$ cat src/rtl/alu_arb_pkg.sv
// alu_arb_pkg: shared widths and FSM state type for the ALU arbiter.
package alu_arb_pkg;

  localparam int unsigned OPCODE_W = 3;
  localparam int unsigned DATA_W   = 4;
  localparam int unsigned RESULT_W = 5;

  typedef enum logic [1:0] {
    IDLE,
    ISSUE,
    WAIT,
    RESP
  } state_t;

endpackage

$ cat src/rtl/alu_arbiter_rr_arb2.sv
// rr_arb2: two-way round-robin grant. last_grant = 1 means requester 1 was
// served last, so requester 0 wins a tie.
module rr_arb2 (
  input  logic       req0,
  input  logic       req1,
  input  logic       last_grant,
  output logic [1:0] grant
);

  // One-hot grant; a lone requester wins regardless of history.
  always_comb begin
    grant = 2'b00;
    if (req0 && req1) begin
      grant = last_grant ? 2'b01 : 2'b10;
    end else if (req0) begin
      grant = 2'b01;
    end else if (req1) begin
      grant = 2'b10;
    end
  end

endmodule

$ cat src/rtl/alu_arbiter.sv
// alu_arbiter: arbitrates two requesters onto one shared ALU and returns the
// result to the granted requester. Defining ALU_ARB_TIMEOUT_EN bounds the WAIT
// state to TIMEOUT_CYCLES cycles and reports an abort through rsp_err.
module alu_arbiter
  import alu_arb_pkg::*;
#(
  parameter int unsigned TIMEOUT_CYCLES = 16
) (
  input  logic                clk,
  input  logic                reset,
  input  logic                req0,
  input  logic                req1,
  input  logic [OPCODE_W-1:0] op0,
  input  logic [OPCODE_W-1:0] op1,
  input  logic [DATA_W-1:0]   a0,
  input  logic [DATA_W-1:0]   a1,
  input  logic [DATA_W-1:0]   b0,
  input  logic [DATA_W-1:0]   b1,
  output logic                ack0,
  output logic                ack1,
  output logic                rsp_valid0,
  output logic                rsp_valid1,
  output logic [RESULT_W-1:0] rsp_result,
  output logic                rsp_cout,
  output logic                rsp_err,
  output logic                alu_go,
  output logic [OPCODE_W-1:0] alu_opcode,
  output logic [DATA_W-1:0]   alu_a,
  output logic [DATA_W-1:0]   alu_b,
  input  logic [RESULT_W-1:0] alu_result,
  input  logic                alu_cout,
  input  logic                alu_done,
  output logic                busy
);

  state_t     state, state_nxt;
  logic       owner;     // requester currently/last served (1 = requester 1)
  logic [1:0] grant;
  logic       seen_low;  // alu_done observed low since ISSUE
  logic       accept;
  logic       timeout;

  rr_arb2 u_rr (
    .req0       (req0),
    .req1       (req1),
    .last_grant (owner),
    .grant      (grant)
  );

  // A done level left over from the previous operation must not complete this one.
  assign accept = (state == WAIT) && alu_done && seen_low;

  // State register.
  always_ff @(posedge clk or posedge reset) begin
    if (reset) begin
      state <= IDLE;
    end else begin
      state <= state_nxt;
    end
  end

  // Next-state and per-state control outputs.
  always_comb begin
    state_nxt  = state;
    ack0       = 1'b0;
    ack1       = 1'b0;
    alu_go     = 1'b0;
    rsp_valid0 = 1'b0;
    rsp_valid1 = 1'b0;
    busy       = 1'b1;
    case (state)
      IDLE: begin
        busy = 1'b0;
        if (req0 || req1) state_nxt = ISSUE;
      end
      ISSUE: begin
        alu_go    = 1'b1;
        ack0      = !owner;
        ack1      = owner;
        state_nxt = WAIT;
      end
      WAIT: begin
        if (accept || timeout) state_nxt = RESP;
      end
      RESP: begin
        rsp_valid0 = !owner;
        rsp_valid1 = owner;
        state_nxt  = IDLE;
      end
      default: state_nxt = IDLE;
    endcase
  end

  // Grant capture, stale-done tracking and response latching.
  always_ff @(posedge clk or posedge reset) begin
    if (reset) begin
      owner      <= 1'b1;
      alu_opcode <= '0;
      alu_a      <= '0;
      alu_b      <= '0;
      seen_low   <= 1'b0;
      rsp_result <= '0;
      rsp_cout   <= 1'b0;
    end else begin
      if (state == IDLE && grant != 2'b00) begin
        owner      <= grant[1];
        alu_opcode <= grant[1] ? op1 : op0;
        alu_a      <= grant[1] ? a1 : a0;
        alu_b      <= grant[1] ? b1 : b0;
      end
      if (state == IDLE) begin
        seen_low <= 1'b0;
      end else if (!alu_done) begin
        seen_low <= 1'b1;
      end
      if (accept) begin
        rsp_result <= alu_result;
        rsp_cout   <= alu_cout;
      end else if (timeout) begin
        rsp_result <= '0;
        rsp_cout   <= 1'b0;
      end
    end
  end

`ifdef ALU_ARB_TIMEOUT_EN
  localparam int unsigned CNT_W = (TIMEOUT_CYCLES > 1) ? $clog2(TIMEOUT_CYCLES) : 1;

  logic [CNT_W-1:0] wait_cnt;
  logic             err_r;

  // The last counted WAIT cycle forces RESP unless a done is accepted in it.
  assign timeout = (state == WAIT) && !accept && (32'(wait_cnt) == TIMEOUT_CYCLES - 1);
  assign rsp_err = (state == RESP) && err_r;

  // WAIT cycle counter, cleared outside WAIT.
  always_ff @(posedge clk or posedge reset) begin
    if (reset) begin
      wait_cnt <= '0;
    end else if (state == WAIT) begin
      wait_cnt <= wait_cnt + CNT_W'(1);
    end else begin
      wait_cnt <= '0;
    end
  end

  // Records whether the pending response is an abort.
  always_ff @(posedge clk or posedge reset) begin
    if (reset) begin
      err_r <= 1'b0;
    end else if (accept) begin
      err_r <= 1'b0;
    end else if (timeout) begin
      err_r <= 1'b1;
    end
  end
`else
  assign timeout = 1'b0;
  assign rsp_err = 1'b0;
`endif

endmodule
$ cat config.mk
export PLATFORM = sky130hd
export DESIGN_NAME = alu_arbiter
export DESIGN_NICKNAME = d
export VERILOG_FILES = /design/src/rtl/alu_arb_pkg.sv /design/src/rtl/alu_arbiter_rr_arb2.sv /design/src/rtl/alu_arbiter.sv
export SDC_FILE = /design/constraint.sdc
export NUM_CORES = 1
export LEC_CHECK = 0
export ABC_AREA = 1
export CAP_MARGIN = 40
export CORE_MARGIN = 4
export CORE_UTILIZATION = 35
export CTS_BUF_LIST = sky130_fd_sc_hd__clkbuf_8
export CTS_CLUSTER_DIAMETER = 150
export DETAILED_ROUTE_END_ITERATION = 7
export PLACE_DENSITY = 0.77
export RECOVER_POWER = 100
export SLEW_MARGIN = 20
export SYNTH_ARGS = -nofsm -noshare
export SYNTH_HDL_FRONTEND = slang
export SYNTH_HIERARCHICAL = 1
export SYNTH_SLANG_ARGS = --single-unit
$ cat constraint.sdc
create_clock -name clk -period 1.3 [get_ports clk]
set_input_delay 0.13 -clock clk [delete_from_list [all_inputs] [get_ports clk]]
set_output_delay 0.13 -clock clk [all_outputs]
set_load 0.03 [all_outputs]
Word level (Yosys, flattened, before mapping) --
Cells that the tools add are included. Widths: inputs -> output; s select.
Storage, ports and cells: memory bits (read-only) 0, bits in latches 0, bits in registers 21, logic and storage cells 41, memories kept 0, bits in writable memories 0, bits of input ports 33
Cells by class: eq/ne operators 6, order comparisons 0, bitwise logic cells 0, mux-type cells 18, $add $sub $neg 0, reductions and logical operators 9, shift operators 0, multiply operators 0, div/mod/pow operators 0
Operator list (number):
- $mux 2 | 6
- $mux 1 | 8
- $mux 4 | 2
- $pmux 2 s4 | 1
- $eq 2x2->1 const B | 2
- $logic_and 1x1->1 | 4
- $ne 2x2->1 const B | 2
- $mux 3 | 1
- $eq 2x1->1 const B | 1
- $logic_not 2->1 | 1
- $ne 2x1->1 const B | 1
- $reduce_and 2->1 | 1
- $reduce_bool 2->1 | 1
- $logic_not 1->1 | 1
- $logic_or 1x1->1 | 1

Logic depth before layout (Yosys ltp) --
word-level depth 5, mapped depth 9, depth with buffers taken out 8

Hierarchy --
The synthesis kept the hierarchy.
By module, submodules not included:
- alu_arbiter | times used 1, seq. area each 526.8 sq um, cells an instance 150, area each 1116.1 sq um
- rr_arb2 | times used 1, seq. area each 0.0 sq um, cells an instance 5, area each 21.3 sq um

Worst setup path before layout --
No wires, ideal clock.
path kind reg2out, start register state[1], end output ack0, path slack -0.149 ns, arrival time 1.319 ns, data required time 1.170 ns, path buffers 0, cell stages (with the launch flop) 5, cells stage by stage dfrtp_1 inv_1 ha_1 inv_1 nor2_1
On the way: longest elaborated chain between the ends 2
RTL lines:
- start: declaration | RTL line alu_arbiter.sv:36 | state_t state, state_nxt;
- start signal: assignment | RTL line alu_arbiter.sv:58 | state <= state_nxt;
- $eq 2x1->1 | RTL line alu_arbiter.sv:71 | case (state)
- $mux 1 | RTL line alu_arbiter.sv:71
- end: declaration | RTL line alu_arbiter.sv:19 | output logic ack0,
No other way between the ends.

Final worst setup path --
start register state[1], end output busy
On the way: longest elaborated chain between the ends 2
RTL lines:
- $logic_not 2->1 | RTL line alu_arbiter.sv:71
- $mux 1 | RTL line alu_arbiter.sv:71
- end: declaration | RTL line alu_arbiter.sv:33 | output logic busy
No other way between the ends.

==> out/metrics.csv <==
stage,metric,value,unit
outcome,run status,finished with violations,
outcome,failing checks,setup timing,
run,Max-Cap Viols,0,
global_routing,largest net degree at the start of global routing,23,
die,die area,4226,um^2
power_and_ir_drop,maximum VDD drop,1.118,mV
routing,WL/cell,10.34,um
sta,min Tclk post-route,1.345,ns
placed_design,Final Wtd Congestion,0.7754,
sta,Layout Skew,0.005533,ns
synthesis,most numerous cell in the Yosys netlist,nand2_1,
global_routing,Total Routing Usage GR,13.29,%
synthesis,synth cell count leaders,"nand2_1, inv_1, dfrtp_1",
synthesis,sequential-to-total area share from yosys stat,46.31,%
global_routing,initial antenna violation count,0,
synthesis,Yosys cell types,17,
die,die height,65.01,um
synthesis,Synth Net Count,193,
setup_path,"Req. time, crit path",1.17,ns
cts,clock buffer depth,2,
synthesis,Syn Std Cell Area,1137,um^2
hold_path,hold crit path type,input pin to asynchronous set/reset pin,
synthesis,"area leader, netlist",dfrtp_1,
sta,final worst slack,-0.04476,ns
synthesis,"Top FF cell, synth",dfrtp_1,
synthesis,Yosys warnings,6,
setup_path,CP startpoint kind,register,
setup_path,r2r worst-path depth,8,
routing,DR iter-0 viols,41,
cts,CTS tree,yes,
routing,DRT Pass-1 Iters,4,
die,initial core utilization,36.95,%
final_layout,ANT cells,0,
cts,root buf cell,clkbuf_8,
routing,Final ANT Viol Nets,0,
routing,DR vias,1109,
synthesis,Synth Area per Inst,7.338,um^2
final_layout,NumNets Final,258,
synthesis,cells after synthesis,155,
synthesis,number of flops mapped to enable cells by yosys,0,
final_layout,share of layout cells above drive strength 1,17.81,%
placed_design,Final HPWL DP,2.060,mm
placed_design,pre-CTS WS,-0.2141,ns
global_routing,GR Overflow Total,0,
global_routing,first-pass GRT wire length,4.381,mm
routing,DR DRC count,0,
cts,"Clk Latency, worst-skew pair",0.26,ns
die,CORE AREA,3078,um^2
routing,vias per cell,4.217,
final_layout,sequential cell area,526.8,um^2
die,I/O pin total,57,
sta,fmax,0.7436,GHz
power_and_ir_drop,Psw,1.898,mW
final_layout,area of the multi-input gates,536.8,um^2
cts,CTS buffer count,3,
global_routing,vias in the first global route,990,
final_layout,final instance area,1903,um^2
cts,"Hold-fix buffers, CTS",0,
synthesis,Synth Register Bits,21,
power_and_ir_drop,Combinational Power Share,62.1,%
final_layout,Fill cells,294,
cts,clk sinks,21,
die,die width,65.01,um
sta,"Slew Viols, Final",0,
setup_path,FF-to-FF setup slack,0.04,ns
cts,H-tree Lvls,1,
power_and_ir_drop,P_leak,1.037,nW
power_and_ir_drop,PwrDens,2177,nW/um^2
sta,"Period Utilization, post-route",103.4,%
cts,clock transition at the registers of the reported paths,0.07,ns
sta,RSZ-0062 raised after global routing,yes,
sta,endpoints failing setup,5,
power_and_ir_drop,sw frac,45.82,%
power_and_ir_drop,Int Power,2.245,mW
setup_path,Crit. End Element,primary output,
setup_path,Worst EP arrival,1.21,ns
power_and_ir_drop,Clk pwr share,10.0,%
synthesis,Synth top area share,44.00,%
setup_path,WS Path Type,register to primary output,
setup_path,largest fanout on the critical path,3,
placed_design,Post-DP Area,1745,um^2
routing,WL final,2.720,mm
power_and_ir_drop,sequential share of power,27.9,%
sta,Hold Fails Final Rpt,0,
synthesis,Area contributors post-synth,"dfrtp_1, nand2_1, inv_1",
final_layout,Layout area overhead,67.33,%
die,# rows,20,
synthesis,fraction of registers with async set/reset,100.0,%
placed_design,Port-buffer cells,55,
-- routing by layer --
metal / GRT usage, % / share of wire, %
met5: 0 / 0
met4: 5.541 / 1.2
met3: 2.600 / 5.6
met2: 21.97 / 51
met1: 16.85 / 42
-- power by group through the flow --
stage	Clock, mW	Combinational [mW]	Sequential [mW]
2_1_floorplan	0	0.985	1.63
3_3_place_gp	0	2.34	1.16
3_5_place_dp	0	2.37	1.16
4_1_cts	0.437	2.33	1.15
5_1_grt	0.456	2.82	1.21
6_report	0.414	2.57	1.16
-- timing repair --
item | CTS | global route
resized for setup | 26 | 21
endpoints found under the setup margin | 28 | 25
setup buffers | 1 | 2
pin swaps | 0 | 3
-- flip-flops by register name, indices dropped and copies added, names as in the netlist --
name,cells
state,2
seen_low,1
alu_b,4
rsp_result,5
rsp_cout,1
owner,1
alu_a,4
alu_opcode,3
-- final cells by class --
class,instances,share of cell area (%)
Clock buffer,3,2.170
Clock inverter,1,0.1972
Inverter,28,5.654
Multi-Input combinational cell,100,28.21
Sequential cell,21,27.68
Tap cell,44,2.893
Timing Repair Buffer,66,33.20
-- critical path: stages, from the launching register on --
cell,delay (ns)
dfrtp_1,0.41
inv_2,0.12
ha_4,0.15
buf_4,0.11
inv_1,0.04
buf_6,0.13
-- cell usage in the layout, fill, tap and decap left out, drive strengths merged --
cell           synthesis  final
nor2                   3      3
nand3                  4      4
dlygate4sd2            0     17
nand2                 67     67
inv                   28     29
clkbuf                 1      4
or2                    1      1
a21oi                  2      2
ha                     5      5
dlygate4sd3            0      1
clkdlybuf4s50          0     31
dfrtp                 20     20
dfstp                  1      1
buf                    5     16
o21ai                 17     17
conb                   1      1
-- cells by family after synthesis --
group | count (synthesis) | share of synthesized area (%)
compound gates | 19 | 8.361
other cells | 1 | 0.3297
simple gates | 75 | 26.07
flops | 21 | 46.32
fa+ha+maj | 5 | 5.501
buf+inv | 34 | 13.42
-- final timing paths --
path	startpoint	endpoint
setup / recovery	state[1]$_DFFE_PP0P_	busy
hold / removal	reset	state[0]$_DFFE_PP0P_
setup reg to reg	state[1]$_DFFE_PP0P_	alu_a[2]$_DFFE_PP0P_
hold reg to reg	alu_b[3]$_DFFE_PP0P_	alu_b[3]$_DFFE_PP0P_
max in group asynchronous	reset	rsp_cout$_DFFE_PP0P_
min in group clk	alu_result[3]	rsp_result[3]$_DFFE_PP0P_
-- metrics by stage --
step / power (mW) / std cells / util (%) / hold slack (ns) / setup TNS (ns)
after CTS: 3.918 / 261 / 58.86 / 0.04661 / -0.2773
after detailed placement: 3.530 / 256 / 56.71 / 0.3290 / -2.214
final: 4.143 / 263 / 61.83 / 0.1858 / -0.1301
after global routing: 4.487 / 263 / 61.83 / 0.2081 / -0.8571
after floorplan: 2.619 / 155 / - / 0.1058 / 0
after global placement: 3.499 / 256 / 56.71 / 0.3284 / -1.658
Note: power is estimated with default switching activity, not from simulation.
